===== src/rtl/crt_timing_controller.sv =====
// ---------------------------------------------------------------------------
// crt_timing_controller
//
// Raster sequencer for the Pong CRT/VGA display. Horizontal and vertical scan
// counters advance on a pixel tick. Each counter drives a four-region FSM
// (active, front porch, sync, back porch). HSync, VSync, VideoOn and
// FrameStart are decoded from it. Everything runs on Clock. PixelClock only
// qualifies the advance and is never used as a clock.
//
// Optional feature (compile-time macro): CRT_PIXEL_EDGE_EN
//   defined   : PixelClock is a divided clock level. One tick is produced per
//               rising edge, detected against a registered copy.
//   undefined : PixelClock is a one-Clock-wide enable. tick = PixelClock.
//
// Ports
//   Clock      in   system clock
//   Reset      in   synchronous, active-high reset
//   PixelClock in   pixel-rate signal, synchronous to Clock
//   ScanX      out  [10:0] horizontal position, 0..H_TOTAL-1
//   ScanY      out  [10:0] vertical position, 0..V_TOTAL-1
//   HSync      out  horizontal sync, SYNC_POL while in the sync region
//   VSync      out  vertical sync, SYNC_POL while in the sync region
//   VideoOn    out  high inside the visible window
//   FrameStart out  one-cycle pulse after the counters wrap to (0,0)
// ---------------------------------------------------------------------------
module crt_timing_controller #(
    parameter int H_ACTIVE = 640,
    parameter int H_FRONT  = 16,
    parameter int H_SYNC   = 96,
    parameter int H_BACK   = 48,
    parameter int V_ACTIVE = 480,
    parameter int V_FRONT  = 10,
    parameter int V_SYNC   = 2,
    parameter int V_BACK   = 33,
    parameter bit SYNC_POL = 1'b0
) (
    input  logic        Clock,
    input  logic        Reset,
    input  logic        PixelClock,
    output logic [10:0] ScanX,
    output logic [10:0] ScanY,
    output logic        HSync,
    output logic        VSync,
    output logic        VideoOn,
    output logic        FrameStart
);

    localparam int H_TOTAL = H_ACTIVE + H_FRONT + H_SYNC + H_BACK;
    localparam int V_TOTAL = V_ACTIVE + V_FRONT + V_SYNC + V_BACK;

    // Region start positions and the last position before each wrap
    localparam logic [10:0] H_FP_START = 11'(H_ACTIVE);
    localparam logic [10:0] H_SY_START = 11'(H_ACTIVE + H_FRONT);
    localparam logic [10:0] H_BP_START = 11'(H_ACTIVE + H_FRONT + H_SYNC);
    localparam logic [10:0] H_LAST     = 11'(H_TOTAL - 1);
    localparam logic [10:0] V_FP_START = 11'(V_ACTIVE);
    localparam logic [10:0] V_SY_START = 11'(V_ACTIVE + V_FRONT);
    localparam logic [10:0] V_BP_START = 11'(V_ACTIVE + V_FRONT + V_SYNC);
    localparam logic [10:0] V_LAST     = 11'(V_TOTAL - 1);

    localparam logic [1:0] H_ACT = 2'd0;
    localparam logic [1:0] H_FP  = 2'd1;
    localparam logic [1:0] H_SY  = 2'd2;
    localparam logic [1:0] H_BP  = 2'd3;
    localparam logic [1:0] V_ACT = 2'd0;
    localparam logic [1:0] V_FP  = 2'd1;
    localparam logic [1:0] V_SY  = 2'd2;
    localparam logic [1:0] V_BP  = 2'd3;

    logic        tick;
    logic        h_wrap;
    logic        v_wrap;
    logic [10:0] x_next;
    logic [10:0] y_next;
    logic [1:0]  h_state;
    logic [1:0]  h_state_next;
    logic [1:0]  v_state;
    logic [1:0]  v_state_next;

`ifdef CRT_PIXEL_EDGE_EN
    // pc_q also loads during Reset, so a PixelClock that is already high at
    // reset release is not seen as a rising edge.
    logic pc_q;

    always_ff @(posedge Clock) begin
        pc_q <= PixelClock;
    end

    assign tick = PixelClock & ~pc_q;
`else
    assign tick = PixelClock;
`endif

    assign h_wrap = tick && (ScanX == H_LAST);
    assign v_wrap = h_wrap && (ScanY == V_LAST);

    always_comb begin
        x_next = ScanX;
        y_next = ScanY;
        if (tick) begin
            x_next = h_wrap ? 11'd0 : ScanX + 11'd1;
        end
        if (h_wrap) begin
            y_next = v_wrap ? 11'd0 : ScanY + 11'd1;
        end
    end

    // A region changes on the step that moves the counter onto its start.
    // The FSMs step only when their counter steps, so they hold otherwise.
    always_comb begin
        h_state_next = h_state;
        if (tick) begin
            if (x_next == 11'd0)             h_state_next = H_ACT;
            else if (x_next == H_FP_START)   h_state_next = H_FP;
            else if (x_next == H_SY_START)   h_state_next = H_SY;
            else if (x_next == H_BP_START)   h_state_next = H_BP;
        end
    end

    always_comb begin
        v_state_next = v_state;
        if (h_wrap) begin
            if (y_next == 11'd0)             v_state_next = V_ACT;
            else if (y_next == V_FP_START)   v_state_next = V_FP;
            else if (y_next == V_SY_START)   v_state_next = V_SY;
            else if (y_next == V_BP_START)   v_state_next = V_BP;
        end
    end

    // The outputs are decoded from the next-state values. This keeps every
    // registered output aligned with the ScanX/ScanY it is registered with.
    always_ff @(posedge Clock) begin
        if (Reset) begin
            ScanX      <= 11'd0;
            ScanY      <= 11'd0;
            h_state    <= H_ACT;
            v_state    <= V_ACT;
            HSync      <= ~SYNC_POL;
            VSync      <= ~SYNC_POL;
            VideoOn    <= 1'b1;
            FrameStart <= 1'b0;
        end else begin
            ScanX      <= x_next;
            ScanY      <= y_next;
            h_state    <= h_state_next;
            v_state    <= v_state_next;
            HSync      <= (h_state_next == H_SY) ? SYNC_POL : ~SYNC_POL;
            VSync      <= (v_state_next == V_SY) ? SYNC_POL : ~SYNC_POL;
            VideoOn    <= (x_next < H_FP_START) && (y_next < V_FP_START);
            FrameStart <= v_wrap;
        end
    end

endmodule


===== config.mk =====
export PLATFORM = sky130hd
export DESIGN_NAME = crt_timing_controller
export DESIGN_NICKNAME = d
export VERILOG_FILES = /design/src/rtl/crt_timing_controller.sv
export SDC_FILE = /design/constraint.sdc
export NUM_CORES = 1
export LEC_CHECK = 0
export ABC_AREA = 0
export CAP_MARGIN = 30
export CORE_ASPECT_RATIO = 2
export CORE_MARGIN = 2
export CORE_UTILIZATION = 25
export DETAILED_ROUTE_END_ITERATION = 10
export PLACE_DENSITY = 0.5
export SYNTH_ARGS = -nofsm -noshare
export SYNTH_HDL_FRONTEND = slang
export SYNTH_SLANG_ARGS = --single-unit

===== constraint.sdc =====
create_clock -name Clock -period 5.05 [get_ports Clock]
set_input_delay 0.7575 -clock Clock [delete_from_list [all_inputs] [get_ports Clock]]
set_output_delay 0.7575 -clock Clock [all_outputs]
set_load 0.02 [all_outputs]

==> Implementation_results.wiki, run 1 <==
{| class="wikitable"
! Metric !! Value
|-
| Dpl hpwl || 4342 µm
|-
| Cell count after synthesis || 244
|-
| Vias in the first global route || 1,858
|-
| Pin slew with the least headroom to its limit || around 0.86 ns
|-
| Full die area || 8563 µm²
|-
| Syn Std Cell Area || 1949 µm²
|-
| Worst setup slack for register-to-register paths || between 1.5 and 2 ns
|-
| Crit start category || input port
|-
| Setup repair after global routing missed its margin || false
|-
| Final layout net count || 271
|-
| Worst r2r dst || v_state[0]$_SDFF_PP0_
|-
| Boundary Pins || 29
|-
| Area leader, netlist || sky130_fd_sc_hd__dfxtp_1
|-
| Hold-critical path endpoint || v_state[0]$_SDFF_PP0_
|-
| First DRT Iteration DRCs || 72
|-
| Sequential element share of the synthesized area || 0.3081
|-
| Htree depth || 2
|-
| TritonCTS clock tree || yes
|-
| Worst Setup Slack post-DPL || 1.080 ns
|-
| Setup clock skew after layout || 0.003646 ns
|-
| Number of antenna violations at the first check in global routing || 0
|-
| Root buffer selected by CTS || sky130_fd_sc_hd__clkbuf_16
|-
| Aggregate global routing overflow || 0
|-
| Effective utilization at floorplan || 0.2565
|-
| Fin. max-slew vios || 0
|-
| Detailed Routing Iterations Pass 1 || 4
|-
| Top cells by area, synth || sky130_fd_sc_hd__dfxtp_1 31%, sky130_fd_sc_hd__xnor2_1 6.7%, sky130_fd_sc_hd__nor2_1 4.8%
|-
| Placer congestion estimate || ~0.82
|-
| Std cell rows || 45
|-
| Antenna fix cells || 0
|-
| R2R Path Start || ScanX[0]$_SDFF_PP0_
|-
| WS Path Type || in -> reg
|-
| Average via count per standard cell || 5.158
|-
| Port Buf Inserts || 28
|-
| Power density cells || 228.3 nW/µm²
|-
| Clock transition at the registers of the reported paths || approximately 0.050 ns
|-
| Final number of setup-violating endpoints || 0
|-
| Nets in the synthesized netlist || 250
|-
| Reg2Reg Depth || 9
|-
| Data arrival time at the worst-slack endpoint || 3.80 ns
|-
| Placeable core area || 7601 µm²
|-
| Synth top area share || 0.3081
|-
| Share of post-route cells with drive strength above 1 || 0.07143
|-
| Clock buffer count from CTS || 5
|-
| Hold Buf Count CTS || 0
|-
| Number of buffers between clock root and the deepest sink || 2
|-
| DRC violations left || 0
|-
| Top_reg_cell synth || sky130_fd_sc_hd__dfxtp_1
|-
| WL/cell || approximately 16 µm
|-
| Routed WL || between 5000 and 6000 µm
|-
| Leakage power of the design || between 0.8 and 0.9 nW
|-
| Flip-flop and latch count after synthesis || 30
|-
| Die Wd || around 66 µm
|-
| Post-route setup TNS || 0 ns
|-
| Post-DRT Antenna Nets || 0
|-
| Depth of the worst hold-timing path || 2
|-
| Worst endpoint required time || 5.17 ns
|-
| Maximum fanout along the worst path || 13
|-
| Launch point of the worst hold path || v_state[0]$_SDFF_PP0_
|-
| Endpoint kind of the worst setup timing path || register
|-
| Max-cap viol count || 0
|-
| Overall Global Routing Usage || 0.1422
|-
| Worst ir drop on vdd || 117.3 µV
|-
| Clock sink total || 30
|-
| Largest net degree at the start of global routing || 23
|-
| Yosys warning count || 0
|-
| Proportion of synthesized flip-flops having asynchronous set or reset || 0
|-
| Number of synthesized flops with an enable pin || 0
|-
| Die H || between 100 and 150 µm
|-
| Outcome || finished, final reports clean
|-
| Most frequent cells in the layout || 30 x sky130_fd_sc_hd__dfxtp_1, 28 x sky130_fd_sc_hd__clkdlybuf4s50_1, 25 x sky130_fd_sc_hd__nor2_1
|-
| Via Count || roughly 1,900
|-
| Maximum operating frequency || 0.2712 GHz
|-
| Path class of the lowest-slack min-delay path || reg -> reg
|-
| Synth-to-Final Area Change || 25.55%
|-
| Worst max-slew margin expressed relative to the limit || 0.4216
|-
| Commonest non-fill, non-tap cell in the layout || sky130_fd_sc_hd__dfxtp_1
|-
| Average size of a mapped cell || 7.989 µm²
|-
| Final worst-path cycle share || 0.7301
|-
| Clock network latency to the later pin of the worst-skew pair || about 0.28 ns
|-
| Count of distinct cell types in the synthesized netlist || 55
|-
| Number of setup buffers added after CTS || 0
|-
| Count of cells resized by post-cts repair || 0
|-
| Final period demand of the worst path || about 3.7 ns
|-
| Hold violation total from the final report || 0
|-
| Wire length of the first global-routing pass || 9025 µm
|-
| Final worst slack || 1.363 ns
|}
==> registers in the layout (all words and copies together), names as in the netlist <==
| register | cells |
|---|---|
| ScanY | 11 |
| h_state | 2 |
| HSync | 1 |
| VideoOn | 1 |
| ScanX | 11 |
| v_state | 2 |
| FrameStart | 1 |
| VSync | 1 |
==> routing by layer <==
metal | up-vias | part of all wire | track usage
met5 | - | 0 | 0
met4 | 0 | 0.051 | 0.1056
met3 | 18 | 0.027 | 0.02448
met2 | 45 | 0.54 | 0.2606
met1 | 872 | 0.38 | 0.1351
li1 | 922 | - | -
==> Yosys cell counts (2+ instances only) <==
cell / n
sky130_fd_sc_hd__nor4_1: 3
sky130_fd_sc_hd__nand4_1: 5
sky130_fd_sc_hd__buf_2: 6
sky130_fd_sc_hd__o21ai_0: 6
sky130_fd_sc_hd__inv_1: 8
sky130_fd_sc_hd__clkbuf_1: 10
sky130_fd_sc_hd__a211oi_2: 2
sky130_fd_sc_hd__a41oi_1: 3
sky130_fd_sc_hd__nand3_1: 14
sky130_fd_sc_hd__xor2_1: 8
sky130_fd_sc_hd__nor2_1: 25
sky130_fd_sc_hd__or3_1: 3
sky130_fd_sc_hd__a21oi_1: 10
sky130_fd_sc_hd__nand4b_1: 2
sky130_fd_sc_hd__dfxtp_1: 30
sky130_fd_sc_hd__o221ai_1: 2
sky130_fd_sc_hd__o211ai_1: 3
sky130_fd_sc_hd__nor3_1: 13
sky130_fd_sc_hd__and3_1: 8
sky130_fd_sc_hd__ha_1: 3
sky130_fd_sc_hd__a31oi_1: 3
sky130_fd_sc_hd__xnor2_1: 15
sky130_fd_sc_hd__nand4bb_4: 2
sky130_fd_sc_hd__nor2b_1: 7
sky130_fd_sc_hd__and2_1: 4
sky130_fd_sc_hd__nand2_1: 18
sky130_fd_sc_hd__mux2i_1: 2
sky130_fd_sc_hd__o31a_1: 2
==> worst max-delay path by stage <==
stage | from | to | cells past startpoint
after CTS | PixelClock | v_state[0]$_SDFF_PP0_ | 9
after floorplan | ScanX[0]$_SDFF_PP0_ | v_state[0]$_SDFF_PP0_ | 9
final | PixelClock | v_state[0]$_SDFF_PP0_ | 9
after global placement | PixelClock | v_state[0]$_SDFF_PP0_ | 9
after detailed placement | PixelClock | v_state[0]$_SDFF_PP0_ | 9
after global routing | PixelClock | v_state[0]$_SDFF_PP0_ | 9
==> final cells by class <==
cell class                 instances  area (µm²)
sequential                        30       600.6
clock buffer                       7       142.6
fill                             844        5154
clock inverter                     1       5.005
tap                               94       117.6
multi-input combinational        190        1256
timing repair buffer              30       295.3
inverter                           8       30.03
==> report_power, final <==
group          total [mW]  internal [mW]  switching (mW)
Clock               0.295          0.195           0.100
Combinational      0.0221        0.00915          0.0129
Sequential          0.242          0.239         0.00312
Total               0.559          0.443           0.116
==> critical path: stages <==
cell	delay, ns
sky130_fd_sc_hd__clkdlybuf4s50_1	0.72
sky130_fd_sc_hd__nand3_2	0.22
sky130_fd_sc_hd__or3_1	0.61
sky130_fd_sc_hd__or4_4	0.59
sky130_fd_sc_hd__a211oi_2	0.27
sky130_fd_sc_hd__and2_2	0.21
sky130_fd_sc_hd__a31oi_1	0.08
sky130_fd_sc_hd__o221ai_1	0.24
sky130_fd_sc_hd__a21oi_1	0.10
==> per-stage QoR <==
stage / std cells / hold slack, ns / area [µm²] / power, mW / util
after detailed placement: 352 / 0.5100 / 2300 / 0.2688 / 0.3026
after CTS: 360 / 0.5169 / 2447 / 0.5730 / 0.3220
final: 360 / 0.5116 / 2447 / 0.5588 / 0.3220
after global routing: 360 / 0.5661 / 2447 / 0.5839 / 0.3220
after global placement: 352 / 0.5055 / 2300 / 0.2692 / 0.3026
after floorplan: 244 / 0.4450 / 1949 / 0.2595 / -
==> logic make-up (layout without fill, tap and decap cells) <==
family          Yosys count  in the layout  share of synthesized area
simple gates            113            113                     0.3248
compound gates           49             49                     0.1842
flops                    30             30                     0.3081
buf+inv                  24             46                    0.05007
xor+xnor                 23             23                     0.1033
fa+ha+maj                 3              3                    0.01926
mux                       2              2                    0.01027
Power figures use the tool's default switching activity.
==> run 2: changes to the inputs <==
--- a/config.mk
+++ b/config.mk
@@ -11,7 +11,7 @@
 export CORE_MARGIN = 2
 export CORE_UTILIZATION = 25
 export DETAILED_ROUTE_END_ITERATION = 10
-export PLACE_DENSITY = 0.5
+export PLACE_DENSITY = 0.51
 export SYNTH_ARGS = -nofsm -noshare
 export SYNTH_HDL_FRONTEND = slang
 export SYNTH_SLANG_ARGS = --single-unit
==> constraint.sdc (replaced) <==
create_clock -name Clock -period 3 [get_ports Clock]
set_input_delay 0.45 -clock Clock [delete_from_list [all_inputs] [get_ports Clock]]
set_output_delay 0.45 -clock Clock [all_outputs]
set_load 0.02 [all_outputs]
==> run 2 against run 1 <==
Against the previous run: largest cell class unchanged; cell area rose by 7.5%; critical path depth rose by 1; routed wire length is 9.6% higher; power is 65% higher; sequential share of layout area fell by 1.7 points; critical path type unchanged; global-route usage rose by 0.96 points; hold slack got worse by 0.0088 ns; cell count grew 6.9%; combinational power up 120%.
==> Implementation_results.wiki, run 2 (synthesis results as in run 1) <==
{| class="wikitable"
! Metric !! Value
|-
| Outcome || finished, final reports clean
|-
| Final period demand of the worst path || about 2.8 ns
|-
| Layout Cell Area excl Fill || 2630 µm²
|-
| Highest metal layer with signal wires || met4
|-
| Most frequent cells in the layout || 30 x sky130_fd_sc_hd__dfxtp_1, 28 x sky130_fd_sc_hd__clkdlybuf4s50_1, 28 x sky130_fd_sc_hd__buf_4
|-
| Post-route setup TNS || 0 ns
|-
| Synth-to-Final Area Change || 34.92%
|-
| Average via count per standard cell || 5.055
|-
| Boundary Pins || 29
|-
| Port Buf Inserts || 28
|-
| DRC violations left || 0
|-
| Setup clock skew after layout || 0.006381 ns
|-
| Power density cells || 351.6 nW/µm²
|-
| Placeable core area || 7601 µm²
|-
| Number of setup buffers added after CTS || 0
|-
| Htree depth || 2
|-
| Count of cells resized by post-cts repair || 0
|-
| Final number of setup-violating endpoints || 0
|-
| Stages on the worst setup path || 10
|-
| Dpl hpwl || 4891 µm
|-
| Std cell rows || 45
|-
| Commonest non-fill, non-tap cell in the layout || sky130_fd_sc_hd__dfxtp_1
|-
| Die Wd || 66.44 µm
|-
| Clock transition at the registers of the reported paths || 0.05 ns
|-
| Top cell family by delay on the critical path || compound AO/OA/AOI/OAI gates
|-
| Fin. max-slew vios || 0
|-
| Reg2Reg Depth || 10
|-
| Number of antenna violations at the first check in global routing || 0
|-
| Post-DRT Antenna Nets || 0
|-
| Ordered cell list for the critical path || clkdlybuf4s50_1, nand3_2, or3_1, buf_4, o31ai_2, nand3_1, a221oi_1, inv_1, o221ai_1, a21oi_1
|-
| Data arrival time at the worst-slack endpoint || 2.91 ns
|-
| Worst endpoint required time || 3.13 ns
|-
| Die H || 128.9 µm
|-
| First DRT Iteration DRCs || ~120
|-
| Effective utilization at floorplan || 0.2565
|-
| Full die area || 8563 µm²
|-
| WS Path Type || in -> reg
|-
| Vias in the first global route || 1,948
|-
| Final worst-path cycle share || 0.9266
|-
| Root buffer selected by CTS || sky130_fd_sc_hd__clkbuf_16
|-
| Worst ir drop on vdd || 206.8 µV
|-
| Clock network latency to the later pin of the worst-skew pair || 0.28 ns
|-
| Worst Setup Slack post-DPL || -0.03767 ns
|-
| Clock sink total || 30
|-
| Final Total Pwr || 924.6 µW
|-
| Overall Global Routing Usage || 0.1518
|-
| Largest net degree at the start of global routing || 14
|-
| Antenna fix cells || 0
|-
| Leakage power of the design || 0.9578 nW
|-
| Wire length of the first global-routing pass || around 9600 µm
|-
| Clock buffer count from CTS || 5
|-
| Routed WL || slightly above 6000 µm
|-
| Aggregate global routing overflow || 0
|-
| Endpoint kind of the worst setup timing path || register
|-
| Total length of routed met3 wires || roughly 170 µm
|-
| Placer congestion estimate || 0.8975
|-
| Number of buffers between clock root and the deepest sink || 2
|-
| Maximum operating frequency || 0.3597 GHz
|-
| Hold violation total from the final report || 0
|-
| Detailed Routing Iterations Pass 1 || 4
|-
| Final worst slack || 0.2201 ns
|-
| TritonCTS clock tree || yes
|-
| Hold Buf Count CTS || 0
|-
| Post-Route M1 WL || between 2000 and 2500 µm
|-
| Registers with the most flip-flops || ScanX x11, ScanY x11
|-
| Pin slew with the least headroom to its limit || 0.5946 ns
|-
| Worst max-slew margin expressed relative to the limit || 0.6024
|-
| Cell area after placement || 2495 µm²
|-
| Depth of the worst hold-timing path || 2
|-
| Share of post-route cells with drive strength above 1 || 0.1546
|-
| Max-cap viol count || 0
|-
| Maximum fanout along the worst path || 6
|-
| Crit start category || input port
|-
| Via Count || 1,946
|-
| Final layout net count || slightly below 300
|-
| Path class of the lowest-slack min-delay path || reg -> reg
|-
| Setup repair after global routing missed its margin || false
|-
| WL/cell || 15.97 µm
|-
| Total met2 wirelength after detailed routing || 3521 µm
|-
| Crit path max-delay cell type || sky130_fd_sc_hd__clkdlybuf4s50_1
|-
| Critical Path Max Stage Delay || slightly above 0.5 ns
|-
| Crit path buffers/inverters || 3
|}
-- run 2: metrics by stage --
stage / hold WS, ns / std cells / utilization
3_3_place_gp: 0.4879 / 378 / 0.3282
3_5_place_dp: 0.4950 / 378 / 0.3282
2_1_floorplan: 0.4450 / 244 / -
4_1_cts: 0.5016 / 385 / 0.3460
5_1_grt: 0.5351 / 385 / 0.3460
6_report: 0.5027 / 385 / 0.3460
-- run 2: path summary, 6_finish.rpt --
path | start | to | slack (ns)
setup / recovery | PixelClock | v_state[0]$_SDFF_PP0_ | 0.22
hold / removal | v_state[0]$_SDFF_PP0_ | v_state[0]$_SDFF_PP0_ | 0.50
setup reg to reg | ScanX[0]$_SDFF_PP0_ | v_state[0]$_SDFF_PP0_ | 0.31
hold reg to reg | v_state[0]$_SDFF_PP0_ | v_state[0]$_SDFF_PP0_ | 0.50
-- run 2: cell type report --
type / instances / area [µm²]
Timing Repair Buffer: 56 / 490.5
Fill cell: 802 / 4971
Clock inverter: 2 / 10.01
Multi-Input combinational cell: 190 / 1256
Clock buffer: 5 / 125.1
Inverter: 8 / 30.03
Tap cell: 94 / 117.6
Sequential cell: 30 / 600.6
-- run 2: power breakdown --
| group | total, mW | internal (mW) | switching [mW] |
|---|---|---|---|
| sequential | 0.403 | 0.401 | 0.00133 |
| combinational | 0.0495 | 0.0222 | 0.0273 |
| clock | 0.472 | 0.299 | 0.174 |
| total | 0.925 | 0.722 | 0.202 |
-- run 2: layer usage --
layer	track usage	vias to the layer above
li1	-	968
met1	0.1370	915
met2	0.2935	46
met3	0.02535	17
met4	0.09844	0
met5	0	-
-- run 2: tightest hold or removal path, stage by stage (launching register included) --
cell and delay (ns):
sky130_fd_sc_hd__dfxtp_1 0.32, sky130_fd_sc_hd__nand2_1 0.08, sky130_fd_sc_hd__a21oi_1 0.06
==> run 3: changes to the inputs <==
==> constraint.sdc (replaced) <==
create_clock -name Clock -period 3 [get_ports Clock]
set_input_delay 0.6 -clock Clock [delete_from_list [all_inputs] [get_ports Clock]]
set_output_delay 0.6 -clock Clock [all_outputs]
set_load 0.02 [all_outputs]
==> run 3 against run 2 <==
Against the previous run: non-clock buffer count is 14 higher; cell area increased by 6.0%; flip-flop and latch count unchanged; global-route usage increased by 0.65 points; critical path depth is 1 lower; cell count rose by 3.9%; maximum frequency is 2.1% lower; hold slack got worse by 0.0013 ns; sequential power barely moved; combinational power rose by 4.4%; via count grew 3.9%; critical endpoint is now VSync$_SDFF_PP1_.
==> Implementation_results.wiki, run 3 (synthesis results as in run 1) <==
{| class="wikitable"
! Metric !! Value
|-
| Seq. cell area || roughly 600 µm²
|-
| Hold Buf Count CTS || 0
|-
| Outcome || finished, final reports clean
|-
| Pin slew with the least headroom to its limit || 0.6343 ns
|-
| DRC violations left || 0
|-
| Boundary Pins || 29
|-
| Final layout net count || between 300 and 400
|-
| Path class of the lowest-slack min-delay path || reg -> reg
|-
| Number of antenna violations at the first check in global routing || 0
|-
| Post-DRT Antenna Nets || 0
|-
| Clock network latency to the later pin of the worst-skew pair || 0.28 ns
|-
| Most frequent cells in the layout || 42 x sky130_fd_sc_hd__buf_4, 30 x sky130_fd_sc_hd__dfxtp_1, 28 x sky130_fd_sc_hd__clkdlybuf4s50_1
|-
| Worst ir drop on vdd || 220.2 µV
|-
| TritonCTS clock tree || yes
|-
| Footprint of the multi-input gates || 1296 µm²
|-
| Overall Global Routing Usage || 0.1584
|-
| Antenna fix cells || 0
|-
| Total net switching power || 203.7 µW
|-
| Htree depth || 2
|-
| Leakage power of the design || 1.047 nW
|-
| Internal power || 753.1 µW
|-
| Effective utilization at floorplan || 0.2565
|-
| Most frequent cell on the critical path || sky130_fd_sc_hd__a211oi_2
|-
| Setup repair after global routing missed its margin || false
|-
| Placer congestion estimate || around 0.88
|-
| Routed WL || 6191 µm
|-
| Top cell family by delay on the critical path || simple AND/OR/NAND/NOR gates
|-
| Via Count || 2,022
|-
| Die H || 128.9 µm
|-
| Crit path buffers/inverters || 1
|-
| Aggregate global routing overflow || 0
|-
| Std cell rows || 45
|-
| Final worst-path cycle share || 0.9466
|-
| Crit path max-delay cell type || sky130_fd_sc_hd__or4_4
|-
| Die Wd || 66.44 µm
|-
| Critical Path Max Stage Delay || 0.53 ns
|-
| Hold violation total from the final report || 0
|-
| Ordered cell list for the critical path || clkdlybuf4s50_1, nand3_2, or3_1, or4_4, a211oi_2, and2_2, a31oi_1, a211oi_2, nand3_1
|-
| Final core area utilization || 0.3667
|-
| Data arrival time at the worst-slack endpoint || 2.99 ns
|-
| Port Buf Inserts || 28
|-
| Relative contribution of sequential cells to total power || 0.421
|-
| Count of filler cells inserted in the layout || 799
|-
| Number of standard cells in the layout, taps in and fillers out || 400
|-
| Worst max-slew margin expressed relative to the limit || 0.5758
|-
| Wire length of the first global-routing pass || 10,100 µm
|-
| Synth-to-Final Area Change || 43.00%
|-
| Dpl cells || 392
|-
| Worst endpoint required time || approximately 3.2 ns
|-
| Clock transition at the registers of the reported paths || about 0.05 ns
|-
| Largest net degree at the start of global routing || 13
|-
| Full die area || 8563 µm²
|-
| Power density cells || roughly 340 nW/µm²
|-
| Detailed Routing Iterations Pass 1 || 4
|-
| Placeable core area || 7601 µm²
|-
| Commonest non-fill, non-tap cell in the layout || sky130_fd_sc_hd__buf_4
|-
| Number of setup buffers added after CTS || 0
|-
| Dpl hpwl || between 4000 and 5000 µm
|-
| Setup clock skew after layout || 0.003066 ns
|-
| Average via count per standard cell || 5.055
|-
| Root buffer selected by CTS || sky130_fd_sc_hd__clkbuf_16
|-
| Clock sink total || 30
|-
| First DRT Iteration DRCs || 67
|-
| Maximum fanout along the worst path || 4
|-
| Crit start category || input port
|-
| Max-cap viol count || 0
|-
| Fin. max-slew vios || 0
|-
| Registers with the most flip-flops || ScanX x11, ScanY x11
|-
| Share of total power in combinational logic || 0.054
|-
| Clock buffer count from CTS || 5
|-
| Vias in the first global route || slightly above 2,000
|-
| Maximum operating frequency || 0.3521 GHz
|-
| WL/cell || between 15 and 20 µm
|-
| Portion of total power attributed to the clock network || 0.525
|-
| WS Path Type || in -> reg
|-
| Endpoint kind of the worst setup timing path || register
|-
| Share of post-route cells with drive strength above 1 || 0.2092
|-
| Count of cells resized by post-cts repair || 0
|-
| Final period demand of the worst path || 2.840 ns
|-
| Final number of setup-violating endpoints || 0
|-
| Sw Ratio || 0.2129
|-
| Number of buffers between clock root and the deepest sink || 2
|}
==> run 3: changes by cell type in the layout (fill, tap and decap cells not counted), sizes merged <==
cell,before,now
clkinv,2,1
buf,28,42
clkbuf,5,7
==> run 3: cell type report <==
class | count | share of cell area
Sequential cell | 30 | 0.2154
Multi-Input combinational cell | 190 | 0.4650
Clock buffer | 7 | 0.05117
Tap cell | 94 | 0.04219
Inverter | 8 | 0.01077
Timing Repair Buffer | 70 | 0.2136
Clock inverter | 1 | 0.001795
==> run 3: per-stage QoR <==
step / power (mW) / instance area [µm²] / TNS, ns / hold WS [ns] / worst slack [ns]
after global routing: 0.9982 / 2788 / 0 / 0.5293 / 0.02096
after detailed placement: 0.4624 / 2600 / -0.7347 / 0.4990 / -0.1851
final: 0.9568 / 2788 / 0 / 0.5015 / 0.1602
after global placement: 0.4623 / 2600 / -0.5812 / 0.4953 / -0.1735
after CTS: 0.9752 / 2748 / 0 / 0.5051 / 0.08660
after floorplan: 0.4368 / 1949 / 0 / 0.4450 / 0.2431
==> run 3: path summary, 6_finish.rpt <==
check	from	end	slack, ns	cells past startpoint
max	PixelClock	VSync$_SDFF_PP1_	0.16	9
min	v_state[0]$_SDFF_PP0_	v_state[0]$_SDFF_PP0_	0.50	2
max reg2reg	ScanX[0]$_SDFF_PP0_	VSync$_SDFF_PP1_	0.39	9
min reg2reg	v_state[0]$_SDFF_PP0_	v_state[0]$_SDFF_PP0_	0.50	2
==> run 3: power by group through the flow <==
stage / Sequential [mW] / Combinational (mW) / Clock (mW)
5_1_grt: 0.402 / 0.0562 / 0.540
3_3_place_gp: 0.411 / 0.0514 / 0
6_report: 0.403 / 0.0517 / 0.502
4_1_cts: 0.402 / 0.0519 / 0.521
2_1_floorplan: 0.416 / 0.0207 / 0
3_5_place_dp: 0.411 / 0.0516 / 0
==> run 3: worst register-to-register path, stage by stage, from the launching register on <==
cell and delay, ns:
sky130_fd_sc_hd__dfxtp_1 0.33, sky130_fd_sc_hd__ha_1 0.26, sky130_fd_sc_hd__nand3_2 0.10, sky130_fd_sc_hd__or3_1 0.40, sky130_fd_sc_hd__or4_4 0.53, sky130_fd_sc_hd__a211oi_2 0.24, sky130_fd_sc_hd__and2_2 0.21, sky130_fd_sc_hd__a31oi_1 0.09
sky130_fd_sc_hd__a211oi_2 0.23, sky130_fd_sc_hd__nand3_1 0.11
==> run 3: metal layers <==
metal,share of wire,routed length (µm),vias to the layer above,track usage
met5,0,0,-,0
met4,0.064,397,0,0.1164
met3,0.021,127,19,0.02098
met2,0.55,3427,45,0.2929
met1,0.36,2239,960,0.1522
li1,-,-,998,-
